--- src/rtl/present_pkg.sv ---
// Shared types, inverse S-box table and pLayer-inverse indexing for the PRESENT decryption round.
// Pure declarations: no latency, no backpressure.
package present_pkg;

  typedef logic [63:0] state_t;

  typedef enum logic [1:0] {
    IDLE = 2'd0,
    SUB  = 2'd1,
    DONE = 2'd2
  } fsm_t;

  // Entry x sits at bits [4x+3:4x]: 0..F -> 5,E,F,8,C,1,2,D,B,4,6,3,0,7,9,A.
  localparam logic [63:0] SBOX_INV_TBL = 64'hA970_364B_D21C_8FE5;

  localparam int NIBBLES = 16;

  function automatic int sub_cycles(input int npc);
    return NIBBLES / npc;
  endfunction

  function automatic int cnt_width(input int npc);
    return (sub_cycles(npc) > 1) ? $clog2(sub_cycles(npc)) : 1;
  endfunction

  function automatic int p_idx(input int i);
    return (i == 63) ? 63 : (16 * i) % 63;
  endfunction

endpackage

--- src/rtl/present_inv_sbox.sv ---
// Combinational 4-bit PRESENT inverse S-box, zero latency.
// No handshake: output follows input.
module present_inv_sbox
  import present_pkg::*;
(
  input  logic [3:0] i_nib,
  output logic [3:0] o_nib
);

  assign o_nib = SBOX_INV_TBL[{i_nib, 2'b00} +: 4];

endmodule

--- src/rtl/present_inv_round.sv ---
// PRESENT decryption round S^-1(P^-1(state_in ^ key)), key XOR only with PRESENT_INV_KEYXOR_EN defined.
// Latency 16/NIBBLES_PER_CYCLE cycles; result held in DONE until out_ready, in_ready low while busy.
module present_inv_round
  import present_pkg::*;
#(
  parameter int NIBBLES_PER_CYCLE = 1
) (
  input  logic        clk,
  input  logic        rst_n,
  input  logic        in_valid,
  output logic        in_ready,
  input  logic [63:0] state_in,
  input  logic [63:0] round_key,
  output logic        out_valid,
  input  logic        out_ready,
  output logic [63:0] state_out
);

  localparam int            C        = sub_cycles(NIBBLES_PER_CYCLE);
  localparam int            CW       = cnt_width(NIBBLES_PER_CYCLE);
  localparam int            GRP_SH   = $clog2(4 * NIBBLES_PER_CYCLE);
  localparam logic [CW-1:0] CNT_LAST = CW'(C - 1);

  fsm_t          r_state;
  fsm_t          w_state_nxt;
  state_t        r_work;
  state_t        w_mix;
  state_t        w_perm;
  state_t        w_work_sub;
  logic [CW-1:0] r_cnt;
  logic          r_in_ready;
  logic          r_out_valid;
  logic          w_accept;
  logic [5:0]    w_base;
  logic [3:0]    w_sb_in  [NIBBLES_PER_CYCLE];
  logic [3:0]    w_sb_out [NIBBLES_PER_CYCLE];

`ifdef PRESENT_INV_KEYXOR_EN
  assign w_mix = state_in ^ round_key;
`else
  logic w_unused_key;
  assign w_unused_key = ^round_key;
  assign w_mix        = state_in;
`endif

  always_comb begin
    w_perm = '0;
    for (int i = 0; i < 64; i++) begin
      w_perm[i] = w_mix[p_idx(i)];
    end
  end

  // Bit offset of the nibble group handled this cycle.
  assign w_base = 6'(int'(r_cnt) << GRP_SH);

  for (genvar g = 0; g < NIBBLES_PER_CYCLE; g++) begin : g_sbox
    assign w_sb_in[g] = r_work[w_base + 6'(4 * g) +: 4];
    present_inv_sbox u_sbox (
      .i_nib (w_sb_in[g]),
      .o_nib (w_sb_out[g])
    );
  end

  always_comb begin
    w_work_sub = r_work;
    for (int g = 0; g < NIBBLES_PER_CYCLE; g++) begin
      w_work_sub[w_base + 6'(4 * g) +: 4] = w_sb_out[g];
    end
  end

  always_ff @(posedge clk or negedge rst_n) begin
    if (!rst_n) begin
      r_state <= IDLE;
    end else begin
      r_state <= w_state_nxt;
    end
  end

  always_comb begin
    w_state_nxt = r_state;
    w_accept    = 1'b0;
    unique case (r_state)
      IDLE: begin
        if (in_valid && r_in_ready) begin
          w_accept    = 1'b1;
          w_state_nxt = SUB;
        end
      end
      SUB: begin
        if (r_cnt == CNT_LAST) begin
          w_state_nxt = DONE;
        end
      end
      DONE: begin
        if (out_ready) begin
          w_state_nxt = IDLE;
        end
      end
      default: w_state_nxt = IDLE;
    endcase
  end

  always_ff @(posedge clk or negedge rst_n) begin
    if (!rst_n) begin
      r_work      <= '0;
      r_cnt       <= '0;
      r_in_ready  <= 1'b0;
      r_out_valid <= 1'b0;
    end else begin
      r_in_ready  <= (w_state_nxt == IDLE);
      r_out_valid <= (w_state_nxt == DONE);
      if (w_accept) begin
        r_work <= w_perm;
        r_cnt  <= '0;
      end else if (r_state == SUB) begin
        r_work <= w_work_sub;
        if (r_cnt != CNT_LAST) begin
          r_cnt <= r_cnt + 1'b1;
        end
      end
    end
  end

  assign in_ready  = r_in_ready;
  assign out_valid = r_out_valid;
  assign state_out = r_work;

endmodule

--- config.mk ---
export PLATFORM = sky130hd
export DESIGN_NAME = present_inv_round
export DESIGN_NICKNAME = d
export VERILOG_FILES = /design/src/rtl/present_pkg.sv /design/src/rtl/present_inv_sbox.sv /design/src/rtl/present_inv_round.sv
export SDC_FILE = /design/constraint.sdc
export NUM_CORES = 1
export LEC_CHECK = 0
export ABC_AREA = 1
export BUFFER_PORTS_ARGS = -buffer_cell sky130_fd_sc_hd__buf_2
export CORE_ASPECT_RATIO = 0.9
export CORE_MARGIN = 10
export CORE_UTILIZATION = 48
export CTS_CLUSTER_DIAMETER = 50
export DETAILED_ROUTE_END_ITERATION = 7
export HOLD_SLACK_MARGIN = 0.02
export PLACE_DENSITY_LB_ADDON = 0.25
export SYNTH_ARGS = -nofsm -noshare
export SYNTH_HDL_FRONTEND = slang
export SYNTH_SLANG_ARGS = --single-unit
--- constraint.sdc ---
create_clock -name clk -period 5.7 [get_ports clk]
set_input_delay 0.285 -clock clk [delete_from_list [all_inputs] [get_ports clk]]
set_output_delay 0.285 -clock clk [all_outputs]
set_load 0.01 [all_outputs]
==> results.ini, run 1 <==
[detailed_routing]
viasPerCell = 5.36
drc_errors = 0
routed_wl_mm = 16.0
routedWlPerCell_um = 17.4
detail-route-antenna-nets = 0
first_pass_iters = 6
first_iter_violations = 483
vias = 4921

[critical_path]
cp-start-kind = flip-flop
crit_type = reg2reg
worstPathArrival_ns = 4.06
worstPathRequired_ns = 5.94
end_kind = flip-flop
crit_start = r_cnt[0]
rr_startpoint = r_cnt[0]
path_max_fanout = 53
regToRegEndpoint = state_out[40]
cp-endpoint = state_out[40]
r2r_slack_ns = 1.88
ff2ff_path_depth = 11

[global_routing]
grt_start_max_net_pins = 73
grtUsageTotal = 0.229
antenna_found_initial = 0
grt_first_pass_wirelength_mm = 25.5
grt_pass1_vias = 4807
grt_overflow = 0

[synthesis]
seq_area_frac_synth = 0.387
synth_top_area_frac = 0.387
synth_area_leaders = dfrtp_1 (39%), nand2_1 (18%), nand3_1 (8.8%)
ys_ff_latch = 72
syn_nets = 808
syn_area_um2 = 4650
synth_cells = 666
post-synth-top-area-cell = dfrtp_1
syn-mean-instance-area_um2 = 6.99
synthDistinctLibCells = 30
yosysWarnings = 0

[job]
cap_violations = 0

[place]
dp_cells = 902
dp_hpwl_mm = 11.9
globalplace.congestion = 0.931
port_buffers = 133
place_area_um2 = 5370

[layout]
area_growth_pct = 19.8
antennaDiodeCount = 0
final_cell_mix = nand2_1 (223), buf_2 (133), inv_1 (84), nand3_1 (82), dfrtp_1 (72)
final_common_cell = nand2_1
layout.nets = 929
fin_area_um2 = 5580
drive_above_1_share = 0.232
fin_cells = 918
fillers = 952

[cts]
hold_buffers = 0
clock_path_buffers = 2
numCtsBuffers = 9
clkLatencyLatePin_ns = 0.36
cts_root_buf = clkbuf_8
cts_resized = 0
cts_setup_buffers = 0
cts_sinks = 72
htree_levels = 3
cts_tree = done
cts.clk_slew.worst_paths_ns = 0.08

[sta]
report.final.slew_viol_count = 0
tightest_slew_ns = 0.916
relSlewSlack = 0.389
timing.hold.ws_ns = 0.136
clock.fmax_ghz = 0.261
setup_tns_ns = 0
finalSetupViolations = 0
fin_crit_sh = 0.671
period_minus_slack_ns = 3.82
rsz0062_at_grt = false
hold_violations = 0
finClkSkew_ns = 0.0105

[power_and_ir_drop]
peakVddDrop_mv = 0.523
p_per_area_nw_per_um2 = 744
leakage_nw = 3.03
total_power_mw = 4.15

[floorplan]
num_rows = 34
die_w_um = 124
die_y_um = 113
start_util = 0.486
die_area_um2 = 14000
core_area_um2 = 9570
io_pins = 198

[hold_path]
hold_class = in2async

[outcome]
status = finished, final reports clean

==> through the flow <==
step / setup slack (ns) / utilization
final: 1.88 / 0.583
after global routing: 1.61 / 0.583
after CTS: 1.95 / 0.583
after detailed placement: 1.96 / 0.561
after global placement: 2.01 / 0.561
after floorplan: 3.31 / -
==> cells in the mapped netlist <==
| library cell | count |
|---|---|
| nand3b_1 | 1 |
| o211ai_1 | 31 |
| nor2_1 | 22 |
| nor3_1 | 7 |
| o22ai_1 | 3 |
| nand3_1 | 82 |
| nand4_1 | 20 |
| o221ai_1 | 2 |
| nand3_2 | 2 |
| nor4_1 | 1 |
| o21bai_1 | 16 |
| xnor2_2 | 1 |
| ha_1 | 10 |
| a21oi_1 | 5 |
| nor2_2 | 2 |
| clkbuf_1 | 13 |
| nor4_2 | 1 |
| o21ai_1 | 8 |
| inv_2 | 10 |
| nand2_1 | 223 |
| buf_1 | 2 |
| xor2_1 | 1 |
| buf_4 | 3 |
| inv_1 | 85 |
| buf_2 | 8 |
| dfrtp_1 | 72 |
| nor2_4 | 3 |
| o21ai_0 | 20 |
| nand2_2 | 9 |
| buf_6 | 3 |
==> cell families after synthesis <==
group,synth area share
compound gates,0.119
fa+ha+maj,0.0269
xor+xnor,0.00538
simple gates,0.352
buf+inv,0.109
flops,0.387
==> how the worst min path moves through the flow <==
stage                    end  slack, ns  cells after the start
2_1_floorplan       in_ready      -0.01                      0
3_3_place_gp   state_out[44]       0.51                      3
3_5_place_dp   state_out[37]       0.51                      3
4_1_cts         state_out[7]       0.13                      3
5_1_grt        state_out[43]       0.14                      3
6_report        state_out[3]       0.14                      2
==> flip-flops by register name (all words and copies together), names as in the netlist <==
name       flops
out_valid      1
r_state        2
r_cnt          4
in_ready       1
state_out     64
==> worst max-delay path, stage by stage, from the launching register on <==
cell and delay, ns:
dfrtp_1 0.32, buf_4 0.44, inv_2 0.41, ha_1 0.85
inv_1 0.51, nor2_1 0.39, nand2_1 0.12, nor2_1 0.15
nand2_1 0.16, nand2_1 0.13, o21ai_1 0.06, o21bai_1 0.16
==> power by group <==
part	total (mW)	internal [mW]	switching, mW
Sequential	0.944	0.756	0.188
Combinational	2.77	0.807	1.96
Clock	0.436	0.225	0.211
==> metal layers <==
| layer | wire length, µm | up-vias | GRT usage |
|---|---|---|---|
| met5 | 0 | - | 0 |
| met3 | 1560 | 24 | 0.0563 |
| met2 | 6710 | 250 | 0.333 |
| met4 | 231 | 0 | 0.0590 |
| li1 | - | 2399 | - |
| met1 | 7460 | 2248 | 0.330 |
==> layout make-up <==
type / instances / area, µm² / area share
Inverter: 95 / 357 / 0.0639
Timing Repair Buffer: 139 / 711 / 0.127
Tap cell: 126 / 158 / 0.0283
Sequential cell: 72 / 1800 / 0.323
Clock buffer: 11 / 151 / 0.0271
Clock inverter: 5 / 55.1 / 0.00987
Multi-Input combinational cell: 470 / 2340 / 0.420
Power figures use the tool's default switching activity.
==> run 2, diff against run 1 <==
--- a/config.mk
+++ b/config.mk
@@ -9,7 +9,7 @@
 export BUFFER_PORTS_ARGS = -buffer_cell sky130_fd_sc_hd__buf_2
 export CORE_ASPECT_RATIO = 0.9
 export CORE_MARGIN = 10
-export CORE_UTILIZATION = 48
+export CORE_UTILIZATION = 44
 export CTS_CLUSTER_DIAMETER = 50
 export DETAILED_ROUTE_END_ITERATION = 7
 export HOLD_SLACK_MARGIN = 0.02
==> constraint.sdc (replaced) <==
create_clock -name clk -period 3.2 [get_ports clk]
set_input_delay 0.16 -clock clk [delete_from_list [all_inputs] [get_ports clk]]
set_output_delay 0.16 -clock clk [all_outputs]
set_load 0.01 [all_outputs]
==> results.ini, run 2 (synthesis gave the netlist of run 1 again) <==
[outcome]
status = finished, final reports clean

[cts]
cts_setup_buffers = 0
clock_path_buffers = 2
htree_levels = 3
clkLatencyLatePin_ns = 0.34
cts_root_buf = clkbuf_16
cts.clk_slew.worst_paths_ns = 0.06
cts_sinks = 72
numCtsBuffers = 9
cts_tree = done

[detailed_routing]
first_iter_violations = 481
routed_wl_mm = 16.8
drc_errors = 0
viasPerCell = 5.42
first_pass_iters = 5
vias = 5065
routedWlPerCell_um = 18.0
detail-route-antenna-nets = 0

[layout]
final_cell_mix = nand2_1 (222), buf_2 (133), inv_1 (84), nand3_1 (82), dfrtp_1 (72)
antennaDiodeCount = 0
multi_input_area_um2 = 2350
fillers = 1035
drive_above_1_share = 0.243
final_common_cell = nand2_1
area_growth_pct = 24.0
regArea_um2 = 1800
largest_reg_flops = 64
layout.nets = 943

[sta]
hold_violations = 0
setup_tns_ns = 0
fin_ws_ns = 0.321
fin_crit_sh = 0.900
timing.hold.ws_ns = 0.0378
period_minus_slack_ns = 2.88
finalSetupViolations = 0
tightest_slew_ns = 0.879
clock.fmax_ghz = 0.347
report.final.slew_viol_count = 0
rsz0062_at_grt = false
relSlewSlack = 0.413
finClkSkew_ns = 0.00742

[critical_path]
worstPathArrival_ns = 3.09
cp_top_family = simple AND/OR/NAND/NOR gates
slowest_stage = dfrtp_1
cp-start-kind = flip-flop
slowest_delay_ns = 0.38
crit_buf_inv = 2
crit_path_cell_trace = buf_4 -> buf_4 -> nand2_1 -> nand3_1 -> nand2_1 -> nor2_1 -> nor2_1 -> nor2_2 -> ha_1 -> nand3b_1 -> nand3_1 -> nand2_2 -> nand4_1 -> o211ai_1
end_kind = flip-flop
path_max_fanout = 25
worstPathRequired_ns = 3.41
crit_type = reg2reg

[global_routing]
grt_first_pass_wirelength_mm = 26.4
grt_pass1_vias = 4841
grt_overflow = 0
antenna_found_initial = 0
grt_start_max_net_pins = 54
grtUsageTotal = 0.216

[floorplan]
io_pins = 198
die_w_um = 128
die_area_um2 = 15100
die_y_um = 118
num_rows = 35
start_util = 0.452
core_area_um2 = 10300

[hold_path]
hold_class = in2reg

[place]
dp_hpwl_mm = 12.8
preCtsSetupSlack_ns = 0.193
globalplace.congestion = 0.966
port_buffers = 133

[power_and_ir_drop]
leakage_nw = 3.14
total_power_mw = 7.79
peakVddDrop_mv = 0.557
p_per_area_nw_per_um2 = 1350

[job]
cap_violations = 0

-- run 2: cell types whose count changed in the layout (fill, tap and decap cells not counted), sizes merged --
| cell | before | now |
|---|---|---|
| buf | 139 | 152 |
| dlygate4sd3 | 0 | 1 |
| clkinv | 2 | 3 |
| clkinvlp | 2 | 0 |
-- run 2: layout make-up --
type,instances,share of cell area
timing repair buffer,153,0.142
inverter,95,0.0618
clock buffer,11,0.0421
sequential,72,0.312
clock inverter,4,0.00780
tap,129,0.0280
multi-input combinational,470,0.406
-- run 2: worst paths after layout --
path	from	endpoint	slack (ns)	cells after the start
min in group asynchronous	rst_n	state_out[0]	0.36	3
max in group asynchronous	rst_n	state_out[28]	2.30	3
worst min-delay path	state_in[51]	state_out[15]	0.04	3
worst max register to register	r_cnt[0]	state_out[6]	0.32	14
worst min register to register	state_out[44]	state_out[44]	0.53	2
worst max-delay path	r_cnt[0]	state_out[6]	0.32	14
-- run 2: power breakdown --
| group | internal (mW) | switching [mW] | total (mW) |
|---|---|---|---|
| sequential | 1.35 | 0.332 | 1.68 |
| combinational | 1.55 | 3.55 | 5.10 |
| clock | 0.617 | 0.389 | 1.01 |
-- run 2: worst reg2reg max path: stages, from the launching register on --
cell and delay, ns:
dfrtp_1 0.38, buf_4 0.30, buf_4 0.27, nand2_1 0.09
nand3_1 0.08, nand2_1 0.05, nor2_1 0.14, nor2_1 0.08
nor2_2 0.19, ha_1 0.28, nand3b_1 0.21, nand3_1 0.13
nand2_2 0.26, nand4_1 0.21, o211ai_1 0.10
-- run 2: routing by layer --
metal,track usage,vias to the layer above,routed length (µm)
li1,-,2433,-
met1,0.316,2357,7810
met2,0.303,262,7080
met3,0.0639,13,1750
met4,0.0457,0,146
met5,0,-,0
-- run 2: what timing repair did --
item	in CTS	in global routing
hold buffers	1	0
endpoints found under the setup margin	0	15
gates resized for setup	0	1
endpoints found under the hold margin	72	0
-- run 2: stage by stage --
step,cells,utilization,area [µm²]
2_1_floorplan,666,-,4650
3_3_place_gp,918,0.532,5470
3_5_place_dp,918,0.532,5470
4_1_cts,934,0.561,5770
5_1_grt,934,0.561,5770
6_report,934,0.561,5770
==> run 3, diff against run 2 <==
--- a/config.mk
+++ b/config.mk
@@ -13,6 +13,7 @@
 export CTS_CLUSTER_DIAMETER = 50
 export DETAILED_ROUTE_END_ITERATION = 7
 export HOLD_SLACK_MARGIN = 0.02
+export MAX_ROUTING_LAYER = met4
 export PLACE_DENSITY_LB_ADDON = 0.25
 export SYNTH_ARGS = -nofsm -noshare
 export SYNTH_HDL_FRONTEND = slang
==> results.ini, run 3 (synthesis gave the netlist of run 1 again) <==
[floorplan]
die_y_um = 118
start_util = 0.452
die_area_um2 = 15100
num_rows = 35
core_area_um2 = 10300
io_pins = 198
die_w_um = 128

[power_and_ir_drop]
cell_internal_pwr_mw = 3.58
seqPwrFrac = 0.218
power_frac_comb = 0.651
p_sw_frac = 0.543
p_per_area_nw_per_um2 = 1360
switchingPower_mw = 4.26
peakVddDrop_mv = 0.977
leakage_nw = 3.14
total_power_mw = 7.84
clkPwrFrac = 0.131

[critical_path]
ff2ff_path_depth = 17
slowest_stage = dfrtp_1
r2r_slack_ns = 0.37
crit_path_cell_trace = inv_2 -> buf_12 -> nor2_1 -> o21ai_0 -> nand2_1 -> nand2_1 -> inv_1 -> nand2_1 -> inv_1 -> ha_1 -> nand2_1 -> nand2_1 -> nand2_1 -> nand2_2 -> nor2_4 -> nand4_1 -> nand2_1
regToRegEndpoint = state_out[31]
rr_startpoint = r_cnt[0]
worstPathArrival_ns = 3.11
crit_buf_inv = 4
worstPathRequired_ns = 3.48
crit_type = reg2reg
slowest_delay_ns = 0.41
path_max_fanout = 26
cp-start-kind = flip-flop
end_kind = flip-flop
cp_top_family = simple AND/OR/NAND/NOR gates
crit_top_cell = nand2_1

[hold_path]
hold_path_end = state_out[15]
hold_class = in2reg
holdPathStages = 3
min_from = state_in[51]

[detailed_routing]
first_iter_violations = 377
wl_met2_mm = 6.96
wl_met3_mm = 1.34
top_layer_used = met4
routedLengthMet1_mm = 8.26
detail-route-antenna-nets = 0
vias = 4931
viasPerCell = 5.29
first_pass_iters = 6
routed_wl_mm = 16.8
drc_errors = 0
routedWlPerCell_um = 18.0

[place]
port_buffers = 133
dp_hpwl_mm = 12.9
preCtsSetupSlack_ns = 0.428
place_area_um2 = 5470
globalplace.congestion = 0.999

[global_routing]
grt_first_pass_wirelength_mm = 26.6
antenna_found_initial = 0
grt_start_max_net_pins = 55
grt_pass1_vias = 4917
grtUsageTotal = 0.224
grt_overflow = 0

[sta]
finClkSkew_ns = 0.00675
period_minus_slack_ns = 2.83
relSlewSlack = 0.389
finalSetupViolations = 0
rsz0062_at_grt = false
clock.fmax_ghz = 0.353
fin_crit_sh = 0.885
report.final.slew_viol_count = 0
setup_tns_ns = 0
tightest_slew_ns = 0.915
hold_violations = 0
fin_ws_ns = 0.369

[cts]
cts_sinks = 72
cts_resized = 0
cts_tree = done
clock_path_buffers = 2
cts_root_buf = clkbuf_16
clkLatencyLatePin_ns = 0.34
numCtsBuffers = 9
cts.clk_slew.worst_paths_ns = 0.06
cts_setup_buffers = 0
htree_levels = 3

[layout]
largest_reg_flops = 64
final_common_cell = nand2_1
antennaDiodeCount = 0
final_cell_mix = nand2_1 (223), buf_2 (133), inv_1 (84), nand3_1 (82), dfrtp_1 (72)
area_growth_pct = 24.3
drive_above_1_share = 0.239
utilization = 0.562
fin_area_um2 = 5780
layout.nets = 940

[job]
cap_violations = 0

[outcome]
status = finished, final reports clean

-- run 3: cell type report --
class	instances	area, µm²
inverter	95	357
tap	129	161
multi-input combinational	470	2340
fill	999	4510
clock buffer	13	260
sequential	72	1800
timing repair buffer	150	821
clock inverter	3	40.0
-- run 3: power groups by stage --
stage	Clock [mW]	Sequential, mW	Combinational [mW]
global route	1.07	1.76	5.67
floorplan	0	1.80	3.15
global placement	0	1.69	5.05
CTS	1.04	1.70	5.09
finish	1.03	1.71	5.10
detailed placement	0	1.71	5.07
-- run 3: layer usage --
metal  GRT usage  up-vias
li1            -     2427
met1       0.321     2275
met2       0.311      209
met3      0.0527       20
met4      0.0485        0
met5           -        -
-- run 3: worst max path at each step --
stage	startpoint	depth (start not counted)	slack [ns]	to
after floorplan	r_cnt[0]	15	0.81	state_out[14]
after detailed placement	r_cnt[0]	17	0.43	state_out[31]
after global routing	r_cnt[0]	17	0.07	state_out[31]
after CTS	r_cnt[0]	17	0.41	state_out[31]
final	r_cnt[0]	17	0.37	state_out[31]
after global placement	r_cnt[0]	17	0.46	state_out[31]
-- run 3: repair_timing --
action / 4_1_cts / 5_1_grt
endpoints found under the hold margin: 17 / 0
hold buffers: 1 / 0
endpoints found under the setup margin: 0 / 0
-- run 3: worst reg2reg max path, cell delays in order (launching register included) --
cell	delay [ns]
dfrtp_1	0.41
inv_2	0.19
buf_12	0.20
nor2_1	0.06
o21ai_0	0.16
nand2_1	0.07
nand2_1	0.06
inv_1	0.04
nand2_1	0.14
inv_1	0.12
ha_1	0.30
nand2_1	0.13
nand2_1	0.07
nand2_1	0.07
nand2_2	0.21
nor2_4	0.31
nand4_1	0.15
nand2_1	0.09
-- run 3: per-stage QoR --
stage	instances	hold slack (ns)
after detailed placement	915	0.133
final	932	0.0352
after floorplan	666	-0.136
after CTS	932	0.0373
after global placement	915	0.119
after global routing	932	0.0463
